--- config.mk ---
export PLATFORM = sky130hd
export DESIGN_NAME = pipelined_carry_adder_flat
export DESIGN_NICKNAME = d
export VERILOG_FILES = /design/src/rtl/adder_pkg.sv /design/src/rtl/pipelined_carry_adder_if.sv /design/src/rtl/adder_slice.sv /design/src/rtl/pipelined_carry_adder.sv /design/src/flat_wrapper.sv
export SDC_FILE = /design/constraint.sdc
export NUM_CORES = 1
export LEC_CHECK = 0
export ABC_CLOCK_PERIOD_IN_PS = 5350
export BUFFER_PORTS_ARGS = -buffer_cell sky130_fd_sc_hd__buf_2
export CORE_MARGIN = 2
export CORE_UTILIZATION = 50
export CTS_CLUSTER_DIAMETER = 50
export DETAILED_ROUTE_END_ITERATION = 8
export PLACE_DENSITY = 0.75
export SLEW_MARGIN = 15
export SYNTH_ARGS = -nofsm -noshare
export SYNTH_HDL_FRONTEND = slang
export SYNTH_SLANG_ARGS = --single-unit
--- constraint.sdc ---
create_clock -name clk -period 5.35 [get_ports clk]
set_clock_uncertainty 0.1 [all_clocks]
set_input_delay 0.2675 -clock clk [delete_from_list [all_inputs] [get_ports clk]]
set_output_delay 0.2675 -clock clk [all_outputs]
set_load 0.01 [all_outputs]
--- src/rtl/adder_pkg.sv ---
// rtl/adder_pkg.sv - shared parameters, slice helpers and stage record for the pipelined adder
package adder_pkg;

    localparam int DEFAULT_WIDTH = 32;
    localparam int DEFAULT_CHUNK = 8;

    // Number of pipeline stages: one per CHUNK-bit slice.
    function automatic int stages_of(input int width, input int chunk);
        return width / chunk;
    endfunction

    // Bit offset of slice k within the full-width word.
    function automatic int chunk_lo(input int k, input int chunk);
        return k * chunk;
    endfunction

    // Per-stage record handed from one slice to the next.
    typedef struct packed {
        logic valid;
        logic carry;
        logic zero;
    } stage_rec_t;

endpackage

--- src/rtl/pipelined_carry_adder_if.sv ---
// rtl/pipelined_carry_adder_if.sv - operand/result handshake bundle for the pipelined adder
interface pipelined_carry_adder_if #(
    parameter int WIDTH = 32
);
    logic             in_valid;
    logic             in_ready;
    logic [WIDTH-1:0] a;
    logic [WIDTH-1:0] b;
    logic             cin;
    logic             sub;
    logic             out_valid;
    logic             out_ready;
    logic [WIDTH-1:0] sum;
    logic             cout;
    logic             overflow;
    logic             zero;

    modport master (
        output in_valid, a, b, cin, sub, out_ready,
        input  in_ready, out_valid, sum, cout, overflow, zero
    );

    modport slave (
        input  in_valid, a, b, cin, sub, out_ready,
        output in_ready, out_valid, sum, cout, overflow, zero
    );
endinterface

--- src/rtl/adder_slice.sv ---
// rtl/adder_slice.sv - one registered CHUNK-bit add stage with carry-in and advance enable
module adder_slice
    import adder_pkg::*;
#(
    parameter int CHUNK = 8
) (
    input  logic             clk,
    input  logic             reset,
    input  logic             adv,
    input  logic             vin,
    input  logic [CHUNK-1:0] a,
    input  logic [CHUNK-1:0] b,
    input  logic             cin,
    input  logic             zin,
    output stage_rec_t       rec,
    output logic             carry_msb,
    output logic [CHUNK-1:0] sum
);

    logic [CHUNK:0] raw;

    assign raw = {1'b0, a} + {1'b0, b} + {{CHUNK{1'b0}}, cin};

    // Valid follows the pipeline on every advance; data only loads for a real beat.
    // Zero accumulates across slices so the last stage holds the full-word flag.
    // Carry into the MSB is recovered from the MSB sum bit and its two operand bits.
    always_ff @(posedge clk) begin
        if (reset) begin
            rec       <= '0;
            carry_msb <= 1'b0;
            sum       <= '0;
        end else if (adv) begin
            rec.valid <= vin;
            if (vin) begin
                sum       <= raw[CHUNK-1:0];
                rec.carry <= raw[CHUNK];
                rec.zero  <= zin & ~|raw[CHUNK-1:0];
                carry_msb <= raw[CHUNK-1] ^ a[CHUNK-1] ^ b[CHUNK-1];
            end
        end
    end

endmodule

--- src/rtl/pipelined_carry_adder.sv ---
// rtl/pipelined_carry_adder.sv - carry-rippled add/subtract pipeline, one register stage per slice
module pipelined_carry_adder
    import adder_pkg::*;
#(
    parameter int WIDTH = DEFAULT_WIDTH,
    parameter int CHUNK = DEFAULT_CHUNK
) (
    input  logic                    clk,
    input  logic                    reset,
    pipelined_carry_adder_if.slave  io
);

    localparam int STAGES = stages_of(WIDTH, CHUNK);

    if (((WIDTH % CHUNK) != 0) || (STAGES < 1)) begin : g_bad_cfg
        $fatal(1, "pipelined_carry_adder: WIDTH must be a non-zero multiple of CHUNK");
    end

    logic             adv;
    logic [WIDTH-1:0] b_eff;
    logic             c0;
    logic [WIDTH-1:0] sum_w;

    stage_rec_t       stage      [STAGES];
    logic [CHUNK-1:0] op_a       [STAGES];
    logic [CHUNK-1:0] op_b       [STAGES];
    logic [CHUNK-1:0] slice_sum  [STAGES];
    logic [CHUNK-1:0] out_chunk  [STAGES];
    logic             slice_cmsb [STAGES];
    logic             slice_vin  [STAGES];
    logic             slice_cin  [STAGES];
    logic             slice_zin  [STAGES];

    // The whole pipeline moves as one; a held result freezes every register.
    assign adv         = !io.out_valid || io.out_ready;
    assign io.in_ready = adv;

    // Subtraction as a + ~b + ~borrow.
    assign b_eff = io.b ^ {WIDTH{io.sub}};
    assign c0    = io.sub ^ io.cin;

    for (genvar k = 0; k < STAGES; k++) begin : g_stage
        localparam int LO = chunk_lo(k, CHUNK);

        if (k == 0) begin : g_head
            assign op_a[k]      = io.a[LO +: CHUNK];
            assign op_b[k]      = b_eff[LO +: CHUNK];
            assign slice_vin[k] = io.in_valid;
            assign slice_cin[k] = c0;
            assign slice_zin[k] = 1'b1;
        end else begin : g_skew
            logic [CHUNK-1:0] ska [k];
            logic [CHUNK-1:0] skb [k];

            // Operand skew: entry j travels alongside the beat sitting in stage j.
            always_ff @(posedge clk) begin
                if (reset) begin
                    for (int j = 0; j < k; j++) begin
                        ska[j] <= '0;
                        skb[j] <= '0;
                    end
                end else if (adv) begin
                    if (io.in_valid) begin
                        ska[0] <= io.a[LO +: CHUNK];
                        skb[0] <= b_eff[LO +: CHUNK];
                    end
                    for (int j = 1; j < k; j++) begin
                        if (stage[j-1].valid) begin
                            ska[j] <= ska[j-1];
                            skb[j] <= skb[j-1];
                        end
                    end
                end
            end

            assign op_a[k]      = ska[k-1];
            assign op_b[k]      = skb[k-1];
            assign slice_vin[k] = stage[k-1].valid;
            assign slice_cin[k] = stage[k-1].carry;
            assign slice_zin[k] = stage[k-1].zero;
        end

        adder_slice #(
            .CHUNK(CHUNK)
        ) u_slice (
            .clk      (clk),
            .reset    (reset),
            .adv      (adv),
            .vin      (slice_vin[k]),
            .a        (op_a[k]),
            .b        (op_b[k]),
            .cin      (slice_cin[k]),
            .zin      (slice_zin[k]),
            .rec      (stage[k]),
            .carry_msb(slice_cmsb[k]),
            .sum      (slice_sum[k])
        );

        if (k < STAGES - 1) begin : g_deskew
            localparam int D = STAGES - 1 - k;
            logic [CHUNK-1:0] dsk [D];

            // Result deskew: entry j holds this slice's bits for the beat in stage k+1+j.
            always_ff @(posedge clk) begin
                if (reset) begin
                    for (int j = 0; j < D; j++) begin
                        dsk[j] <= '0;
                    end
                end else if (adv) begin
                    if (stage[k].valid) begin
                        dsk[0] <= slice_sum[k];
                    end
                    for (int j = 1; j < D; j++) begin
                        if (stage[k+j].valid) begin
                            dsk[j] <= dsk[j-1];
                        end
                    end
                end
            end

            assign out_chunk[k] = dsk[D-1];
        end else begin : g_tail
            assign out_chunk[k] = slice_sum[k];
        end

        assign sum_w[LO +: CHUNK] = out_chunk[k];
    end

    assign io.sum       = sum_w;
    assign io.out_valid = stage[STAGES-1].valid;
    assign io.cout      = stage[STAGES-1].carry;
    assign io.zero      = stage[STAGES-1].zero;
    assign io.overflow  = slice_cmsb[STAGES-1] ^ stage[STAGES-1].carry;

endmodule

--- src/flat_wrapper.sv ---
// flat-port wrapper written by rule: the top's interface ports become plain ports
module pipelined_carry_adder_flat import adder_pkg::*;
#(
    parameter int WIDTH = DEFAULT_WIDTH,
    parameter int CHUNK = DEFAULT_CHUNK
)
  (clk, reset, io_in_valid, io_a, io_b, io_cin, io_sub, io_out_ready, io_in_ready, io_out_valid, io_sum, io_cout, io_overflow, io_zero);
  pipelined_carry_adder_if #(.WIDTH(WIDTH)) io_i ();
  input  logic clk;
  input  logic reset;
  input wire logic [$bits(io_i.in_valid)-1:0] io_in_valid;
  input wire logic [$bits(io_i.a)-1:0] io_a;
  input wire logic [$bits(io_i.b)-1:0] io_b;
  input wire logic [$bits(io_i.cin)-1:0] io_cin;
  input wire logic [$bits(io_i.sub)-1:0] io_sub;
  input wire logic [$bits(io_i.out_ready)-1:0] io_out_ready;
  output wire logic [$bits(io_i.in_ready)-1:0] io_in_ready;
  output wire logic [$bits(io_i.out_valid)-1:0] io_out_valid;
  output wire logic [$bits(io_i.sum)-1:0] io_sum;
  output wire logic [$bits(io_i.cout)-1:0] io_cout;
  output wire logic [$bits(io_i.overflow)-1:0] io_overflow;
  output wire logic [$bits(io_i.zero)-1:0] io_zero;
  assign io_i.in_valid = io_in_valid;
  assign io_i.a = io_a;
  assign io_i.b = io_b;
  assign io_i.cin = io_cin;
  assign io_i.sub = io_sub;
  assign io_i.out_ready = io_out_ready;
  assign io_in_ready = io_i.in_ready;
  assign io_out_valid = io_i.out_valid;
  assign io_sum = io_i.sum;
  assign io_cout = io_i.cout;
  assign io_overflow = io_i.overflow;
  assign io_zero = io_i.zero;
  pipelined_carry_adder #(.WIDTH(WIDTH), .CHUNK(CHUNK)) u_core (.clk(clk), .reset(reset), .io(io_i));
endmodule
# Yosys cells after proc, flatten, opt, wreduce, memory -nomap -nowiden
# Memory sizes are Yosys's and may differ from the RTL's.
# Cells that the tools add are included.
[classes]
muxes = 39
n_bitwise = 23
n_addsub = 8
n_reduce_logical = 17
[op_table]
columns = ["operator", "count"]
rows = [
  ["8-bit 2-to-1 mux", 18],
  ["8-bit OR reduction", 7],
  ["8-bit by 8-bit adder with 9-bit output", 4],
  ["9-bit by 1-bit adder with 9-bit output", 4],
  ["32-bit XOR", 1],
  ["1-bit 2-to-1 mux", 21],
  ["1-bit bitwise OR", 15],
  ["2-bit AND reduction", 4],
  ["1-bit zero test", 5],
  ["1-bit XOR", 4],
  ["1-bit bitwise AND", 3],
  ["1-bit logical OR", 1],
]
[word_totals]
output_inout_bits = 37
regBits = 45
wordCells = 113
ramBits = 144
inputBits = 70
memories = 9
[memory_table]
columns = ["name", "depth", "word_bits", "read_ports", "rd_clocked_by_memory_dff", "wr", "line_no", "rtl"]
rows = [
  ["u_core.g_stage[0].g_deskew.dsk", 3, 8, 3, 0, 3, "pipelined_carry_adder.sv:101", "logic [CHUNK-1:0] dsk [D];"],
  ["u_core.g_stage[3].g_skew.ska", 3, 8, 3, 0, 3, "pipelined_carry_adder.sv:52", "logic [CHUNK-1:0] ska [k];"],
  ["u_core.g_stage[3].g_skew.skb", 3, 8, 3, 0, 3, "pipelined_carry_adder.sv:53", "logic [CHUNK-1:0] skb [k];"],
  ["u_core.g_stage[1].g_deskew.dsk", 2, 8, 2, 0, 2, "pipelined_carry_adder.sv:101", ""],
  ["u_core.g_stage[2].g_skew.ska", 2, 8, 2, 0, 2, "pipelined_carry_adder.sv:52", ""],
  ["u_core.g_stage[2].g_skew.skb", 2, 8, 2, 0, 2, "pipelined_carry_adder.sv:53", ""],
  ["3 more memories", "--", "--", "--", "--", "--", "--", ""],
]

# Longest topological paths before layout
# Gate-level depths: netlist of the first run.
[logic_depth]
word_depth = 7
mapped_depth = 12
ltp_nobuf = 10

# Modules after synthesis
# From an unflattened synthesis of the first run, not the netlist that was laid out.
[unflattened]
hier_cells = 778
hier_area_um2 = 9860.7
[modules_own_cells]
columns = ["mod", "area_per_inst_um2", "seq_area_each_um2", "n_inst", "cells_per_inst"]
rows = [
  ["pipelined_carry_adder", 6652.6, 4324.1, 1, 405],
  ["adder_slice at u_core.g_stage[1].u_slice ...", 802.0, 240.2, 2, 93],
  ["adder_slice at u_core.g_stage[0].u_slice", 804.5, 240.2, 1, 93],
  ["adder_slice at u_core.g_stage[3].u_slice", 799.5, 240.2, 1, 94],
]

# Worst setup path before layout of the first run
# OpenSTA, ideal clock, no wires.
[synth_path]
kind = "input -> register"
from = "input port io_sub"
to = "register u_core.g_stage[0].u_slice.rec[0] in the netlist's numbering"
arrival_time_ns = 2.696
setup_time_ns = 0.117
setup_slack_ns = 2.437
path_stages = 11
path_buffers = 2
required_time_ns = 5.133
path_cell_list = "clkbuf_1 > clkbuf_1 > xnor2_1 > fa_1 > inv_1 > fa_1 > a211oi_1 > o21bai_1 > a21oi_1 > xnor2_1 > a32o_1"
[synth_via]
elab_chain_len = 5
word_cells_on_any_way = 6
classes_between = "add/sub (2); bitwise (2); reduce/logical (2)"
[synth_lines]
columns = ["item", "line_no", "rtl"]
rows = [
  ["start: declaration", "flat_wrapper.sv:15", "input wire logic [$bits(io_i.sub)-1:0] io_sub;"],
  ["32-bit XOR", "pipelined_carry_adder.sv:39", "assign b_eff = io.b ^ {WIDTH{io.sub}};"],
  ["8-bit by 8-bit adder with 9-bit output", "adder_slice.sv:22", "assign raw = {1'b0, a} + {1'b0, b} + {{CHUNK{1'b0}}, cin};"],
  ["9-bit by 1-bit adder with 9-bit output *", "adder_slice.sv:22", ""],
  ["8-bit OR reduction *", "adder_slice.sv:37", "rec.zero <= zin & ~|raw[CHUNK-1:0];"],
  ["1-bit zero test *", "adder_slice.sv:37", ""],
  ["end: declaration", "adder_slice.sv:15", "output stage_rec_t rec,"],
]
# Every way passes the cells marked *; elsewhere a longest branch is shown, timed or not.
# A chain may end at the register's enable or synchronous reset.

==> results of run 1 <==
==> synth_stat cells (2+ instances only) <==
cell type	n
and2_1	107
a21oi_1	17
nand4b_1	2
edfxtp_1	144
buf_4	17
or4_1	3
nand2_1	37
dfxtp_1	45
o21ai_0	22
a22o_1	21
a211oi_1	2
xnor2_1	39
ha_1	29
fa_1	8
inv_1	22
nor4_1	4
nand3_1	7
a211o_1	2
nor2b_1	2
a32o_1	2
o31a_1	3
nor2_1	37
o21ai_1	2
xor2_1	17
and3_1	16
o21a_1	8
o21bai_1	6
nor3_1	11
a21o_1	2
buf_1	2
clkbuf_1	24
==> layout make-up <==
cell class / count / area [um^2] / area share
sequential: 189 / 5230 / 0.539
multi-input combinational: 421 / 2950 / 0.304
timing repair buffer: 109 / 553 / 0.0570
clock buffer: 19 / 464 / 0.0478
tap: 220 / 275 / 0.0284
clock inverter: 13 / 151 / 0.0156
inverter: 23 / 86.3 / 0.00890
==> critical path, delay by kind of cell, from the launching register on <==
family                 cells  cell delay (ps)
and+or+nand+nor            1              490
AOI/OAI and AO/OA          1              850
DFF                        1              320
buffers and inverters      2              940
==> worst max-delay path by stage <==
stage | start | endpoint | slack [ps] | cells past startpoint
floorplan | io_sub | u_core.g_stage[0].u_slice.rec[0] | 2440 | 11
CTS | u_core.g_stage[3].u_slice.rec[2] | u_core.g_stage[2].g_deskew.dsk[0][6] | 2250 | 4
detailed placement | io_out_ready | u_core.g_stage[0].g_deskew.dsk[0][19] | 2240 | 5
global route | u_core.g_stage[3].u_slice.rec[2] | u_core.g_stage[2].g_deskew.dsk[0][6] | 1870 | 4
finish | u_core.g_stage[3].u_slice.rec[2] | u_core.g_stage[3].g_skew.skb[0][20] | 2260 | 4
global placement | io_out_ready | u_core.g_stage[0].g_deskew.dsk[0][16] | 2470 | 5
==> per-layer routing <==
metal	up-vias	track usage
li1	2533	-
met5	-	0
met1	2319	0.208
met3	20	0.0378
met4	0	0.0550
met2	123	0.271
==> sequential cells by signal, indices dropped and copies added (netlist names) <==
name / count
u_core.g_stage.g_deskew.dsk: 48
u_core.g_stage.g_skew.ska: 48
u_core.g_stage.g_skew.skb: 48
u_core.g_stage.u_slice.carry_msb: 1
u_core.g_stage.u_slice.rec: 12
u_core.g_stage.u_slice.sum: 32
==> cell families (layout without fill, tap and decap cells) <==
family | count (synthesis) | count (layout) | synth area share
flops | 189 | 189 | 0.616
fa+ha+maj | 37 | 37 | 0.0617
simple gates | 234 | 234 | 0.151
compound gates | 94 | 94 | 0.0767
buf+inv | 66 | 164 | 0.0367
xor+xnor | 56 | 56 | 0.0578
==> through the flow <==
step | hold WS [ps] | power, uW
after floorplan | 317 | 2030
after global placement | 334 | 2120
after detailed placement | 348 | 2140
after CTS | 0.671 | 3400
after global routing | 10.9 | 3510
final | 16.4 | 3380
==> power breakdown <==
part	switching [uW]	internal (uW)	leakage, uW	total (uW)
clock	538	738	0.000294	1280
sequential	35.7	1690	0.00190	1730
combinational	217	163	0.00184	379
total	790	2590	0.00404	3380
==> results.sh, run 1 <==
export IMPL_status="completed"
export IMPL_yosys_area_top_type_share=0.510
export IMPL_highest_layer="met4"
export IMPL_design_area_um2=9700
export IMPL_clockBufferDepth=2
export IMPL_wl_per_cell_um=14.0
export IMPL_synthTopCellsByArea="edfxtp_1 (51%), dfxtp_1 (11%), and2_1 (7.9%), ha_1 (4.3%), xnor2_1 (4.0%)"
export IMPL_cts_sinks=189
export IMPL_htree_levels=4
export IMPL_setup_viol=0
export IMPL_synth_top_area_cell="edfxtp_1"
export IMPL_coreArea_um2=16600
export IMPL_dp_slack_ps=2240
export IMPL_pin_count=107
export IMPL_rsz0062_at_grt="no"
export IMPL_min_delay_start="io_a[19]"
export IMPL_grt_first_pass_wirelength_um=23100
export IMPL_drtAntennaViolNets=0
export IMPL_num_vias=4995
export IMPL_synth_flop_cell="edfxtp_1"
export IMPL_drive_gt1_frac=0.191
export IMPL_die_height_um=134
export IMPL_yosys_warnings=0
export IMPL_path_cells="nor2b_1, clkinv_1, a21oi_1, inv_1"
export IMPL_area_delta_synth_final_pct=14.4
export IMPL_cts_setup_buffers=0
export IMPL_gp_congestion=0.789
export IMPL_fin_cells=994
export IMPL_antenna_found_initial=0
export IMPL_seq_area_frac_synth=0.616
export IMPL_avgSynthCellArea_um2=12.5
export IMPL_ff2ff_path_depth=4
export IMPL_dpl_hpwl_um=10400
export IMPL_hold_class="in2reg"
export IMPL_met2_length_um=6750
export IMPL_whs_path_depth=2
export IMPL_drt_iter0_drc=323
export IMPL_dp_cells=962
export IMPL_die_area_um2=18000
export IMPL_hold_violations=0
export IMPL_fin_util=0.585
export IMPL_maxCapViolCount=0
export IMPL_max_freq_mhz=324
export IMPL_cts_reportedPaths_clkPinSlew_ps=70
export IMPL_synth_area_um2=8480
export IMPL_track_usage=0.162
export IMPL_synth_nets=783
export IMPL_ys_ff_latch=189
export IMPL_synthArstFlopShare=0
export IMPL_whs_endpoint="u_core.g_stage[2].g_skew.ska[0][3]"
export IMPL_slew_viol_final=0
export IMPL_grt_pass1_vias=4927
export IMPL_r2r_start="u_core.g_stage[3].u_slice.rec[2]"
export IMPL_drc_errors=0
export IMPL_worstReg2RegEnd="u_core.g_stage[3].g_skew.skb[0][20]"
export IMPL_finalCritPeriodShare=0.577
export IMPL_n_antenna_cell=0
export IMPL_tightest_slew_ps=941
export IMPL_start_util=0.512
export IMPL_post_cts_resized=0
export IMPL_rrSetupSlack_ps=2260
export IMPL_place_area_um2=9090
export IMPL_cts_buffers_inserted=17
export IMPL_synthDistinctLibCells=47
export IMPL_end_kind="flip-flop"
export IMPL_finalCriticalPeriod_ps=3090
export IMPL_fp_dieW_um=134
export IMPL_overflow=0
export IMPL_layout_commonest_cell="edfxtp_1"
export IMPL_fin_tns_setup_ps=0
export IMPL_cp_required_ps=5290
export IMPL_grt_max_degree=41
export IMPL_ir_worst_vdd_v=0.000238
export IMPL_critPathMaxFanout=16
export IMPL_n_fill_cell=1356
export IMPL_synth_edf_count=144
export IMPL_p_leak_uw=0.00404
export IMPL_first_pass_iters=4
export IMPL_viasPerCell=5.03
export IMPL_crit_type="reg2reg"
export IMPL_critPathArrivalTime_ps=3020
export IMPL_met1_length_um=6280
export IMPL_port_buffers=106
export IMPL_cp_slowest_stage_delay_ps=850
export IMPL_nets=868
export IMPL_route_met3_wl_um=670
export IMPL_cp_start_kind="flip-flop"
export IMPL_layout_common_cells="edfxtp_1 (144), and2_1 (107), buf_2 (106)"
export IMPL_maxSlewHeadroom=0.372
export IMPL_worst_slack_ps=2260
export IMPL_wl_um=13900
export IMPL_power_density_nw_per_um2=349
export IMPL_tritoncts="yes"
export IMPL_synthCells=676
export IMPL_worst_path_max_delay_cell="a21oi_1"
export IMPL_rows=47
export IMPL_cts_root_buffer="clkbuf_16"
export IMPL_worstSkewPairLatency_ps=420
export IMPL_postCtsHoldBufs=0
(Power assumes the default switching activity.)
==> run 2, diff against run 1 <==
- ABC_AREA: unset -> 1
- ABC_CLOCK_PERIOD_IN_PS: 5350 -> 2710
- PLACE_DENSITY: 0.75 -> 0.78
- clock period: 5.35 -> 2.71 ns (I/O delays scaled with it)
==> run 2 against run 1 <==
Against the previous run: clock power rose by 83%; first-iteration DRC count rose by 13%; sequential power rose by 97%; via count rose by 22%; setup slack got worse by 1700 ps; count of clock-buffer cells in the layout fell by 1; combinational power rose by 150%.
==> results.sh, run 2 <==
export IMPL_critPathMaxFanout=3
export IMPL_num_vias=6078
export IMPL_synthTopCellsByCount="nand2_1 (226), inv_1 (170), edfxtp_1 (144)"
export IMPL_rows=49
export IMPL_synth_area_um2=9020
export IMPL_synthDistinctLibCells=32
export IMPL_maxCapViolCount=0
export IMPL_cts_buffers_inserted=17
export IMPL_cts_reportedPaths_clkPinSlew_ps=70
export IMPL_worstSkewPairLatency_ps=430
export IMPL_path_cells="fa_1, fa_1, nand2_1, nand2_1, nand2_1, nand2_1, nand2_1, nand3_1, nor2_1, nand3_1, nand2_1"
export IMPL_power_density_nw_per_um2=626
export IMPL_layout_common_cells="nand2_1 (226), inv_1 (170), edfxtp_1 (144)"
export IMPL_whs_endpoint="u_core.g_stage[3].g_skew.skb[0][2]"
export IMPL_grt_first_pass_wirelength_um=26100
export IMPL_drive_gt1_frac=0.159
export IMPL_area_delta_synth_final_pct=18.5
export IMPL_ys_ff_latch=189
export IMPL_synthCells=945
export IMPL_post_cts_resized=0
export IMPL_synthTopCellsByArea="edfxtp_1 (48%), dfxtp_1 (10%), nand2_1 (9.4%), inv_1 (7.1%), nor2_1 (4.1%)"
export IMPL_pin_count=107
export IMPL_cp_slowest_stage_delay_ps=470
export IMPL_ff2ff_path_depth=11
export IMPL_crit_type="reg2reg"
export IMPL_timing_hold_ws_ps=14.6
export IMPL_cts_setup_buffers=0
export IMPL_nets=1194
export IMPL_start_util=0.506
export IMPL_min_delay_start="io_b[26]"
export IMPL_synthArstFlopShare=0
export IMPL_coreArea_um2=17800
export IMPL_n_fill_cell=1371
export IMPL_yosys_warnings=0
export IMPL_synth_nets=1052
export IMPL_port_buffers=106
export IMPL_finalCriticalPeriod_ps=2180
export IMPL_hold_class="in2reg"
export IMPL_htree_levels=4
export IMPL_overflow=0
export IMPL_ir_worst_vdd_v=0.000501
export IMPL_whs_path_depth=4
export IMPL_wl_per_cell_um=11.4
export IMPL_fin_util=0.599
export IMPL_status="completed"
export IMPL_synth_edf_count=144
export IMPL_drtAntennaViolNets=0
export IMPL_critPathArrivalTime_ps=2460
export IMPL_layout_commonest_cell="nand2_1"
export IMPL_rrSetupSlack_ps=530
export IMPL_slew_viol_final=0
export IMPL_viasPerCell=4.57
export IMPL_die_height_um=138
export IMPL_fin_tns_setup_ps=0
export IMPL_maxSlewHeadroom=0.585
export IMPL_max_freq_mhz=459
export IMPL_worst_slack_ps=533
export IMPL_finalCritPeriodShare=0.803
export IMPL_clockBufferDepth=2
export IMPL_die_area_um2=19100
export IMPL_yosys_area_top_type_share=0.479
export IMPL_fp_dieW_um=138
export IMPL_rsz0062_at_grt="no"
export IMPL_dpl_hpwl_um=10800
export IMPL_cts_sinks=189
export IMPL_crit_buf_inv=0
export IMPL_dp_slack_ps=560
export IMPL_synth_most_common_cell="nand2_1"
export IMPL_drt_iter0_drc=366
export IMPL_largestRegisters="u_core.g_stage.g_deskew.dsk: 48 flops, u_core.g_stage.g_skew.ska: 48 flops, u_core.g_stage.g_skew.skb: 48 flops"
export IMPL_grt_pass1_vias=5788
export IMPL_worst_path_max_delay_cell="fa_1"
export IMPL_cp_common_cell="nand2_1"
export IMPL_cp_start_kind="flip-flop"
export IMPL_cp_required_ps=2990
export IMPL_setup_viol=0
export IMPL_grt_max_degree=49
export IMPL_tightest_slew_ps=621
export IMPL_worstReg2RegEnd="u_core.g_stage[1].u_slice.rec[0]"
export IMPL_r2r_start="u_core.g_stage[1].g_skew.skb[0][0]"
export IMPL_n_antenna_cell=0
export IMPL_synth_top_area_cell="edfxtp_1"
export IMPL_wl_um=15200
export IMPL_p_leak_uw=0.00527
export IMPL_end_kind="flip-flop"
export IMPL_drc_errors=0
export IMPL_cts_root_buffer="clkbuf_16"
export IMPL_avgSynthCellArea_um2=9.55
export IMPL_track_usage=0.168
export IMPL_tritoncts="yes"
export IMPL_hold_violations=0
export IMPL_synth_flop_cell="edfxtp_1"
export IMPL_antenna_found_initial=0
export IMPL_first_pass_iters=6
export IMPL_gp_congestion=0.860
export IMPL_critPathTopFamily="adder cells"
export IMPL_seq_area_frac_synth=0.579
run 2: cell count changes after synthesis, moves of 9 or more:
cell      change
and2_1      -107
a22o_1       -18
buf_2        +13
nand2_1     +189
inv_1       +148
o22ai_1      +10
inv_2        +22
nand4_1      +13
and3_1       -16
xnor2_1      -20
clkbuf_1     -19
nor3_1        -9
nor2_1       +62
nand3_1      +29
run 2: tightest hold or removal path, stage by stage:
cell and delay, ps:
buf_2 80, xor2_1 70, nand2_1 60, inv_1 30
run 2: cell type report:
cell class / instances / area, um^2 / share of cell area
sequential: 189 / 5230 / 0.489
tap: 229 / 287 / 0.0268
multi-input combinational: 527 / 2850 / 0.266
clock inverter: 14 / 131 / 0.0123
inverter: 192 / 721 / 0.0674
clock buffer: 18 / 429 / 0.0401
timing repair buffer: 160 / 1050 / 0.0985
run 2: layer usage:
layer	wire (um)	part of all wire	track usage
met5	0	0	0
met4	345	0.023	0.0757
met3	711	0.047	0.0364
met2	7040	0.46	0.270
met1	7080	0.47	0.219
run 2: what timing repair did:
item,in CTS,in global routing
hold endpoints to repair,48,0
setup endpoints to repair,0,0
hold buffers,47,0
run 2: report_power, final:
group          total [uW]  internal [uW]  switching (uW)
Sequential           3410           3340            70.0
Clock                2340           1280            1060
Combinational         932            367             565
run 2: stage by stage:
stage	std cells	total power, uW	cell area [um^2]
floorplan	945	4120	9020
global placement	1250	4320	9660
detailed placement	1250	4350	9660
CTS	1329	6730	10700
global route	1329	7020	10700
finish	1329	6690	10700
run 2: worst max-delay path by stage:
| stage | startpoint | end | slack (ps) | depth (start not counted) |
|---|---|---|---|---|
| 4_1_cts | u_core.g_stage[1].g_skew.skb[0][0] | u_core.g_stage[1].u_slice.rec[0] | 550 | 11 |
| 3_3_place_gp | u_core.g_stage[1].g_skew.skb[0][0] | u_core.g_stage[1].u_slice.rec[0] | 620 | 11 |
| 2_1_floorplan | io_sub | u_core.g_stage[0].u_slice.rec[0] | 390 | 13 |
| 3_5_place_dp | u_core.g_stage[1].g_skew.skb[0][0] | u_core.g_stage[1].u_slice.rec[0] | 560 | 11 |
| 5_1_grt | u_core.g_stage[1].g_skew.skb[0][0] | u_core.g_stage[1].u_slice.rec[0] | 410 | 11 |
| 6_report | u_core.g_stage[1].g_skew.skb[0][0] | u_core.g_stage[1].u_slice.rec[0] | 530 | 11 |
run 2: kinds of logic after synthesis:
group                    after synthesis  synth area share
buffers and inverters                229             0.106
XOR/XNOR                              35            0.0340
flip-flops                           189             0.579
AO/OA/AOI/OAI                         59            0.0373
AND/OR/NAND/NOR                      396             0.186
adder cells (fa/ha/maj)               37            0.0580
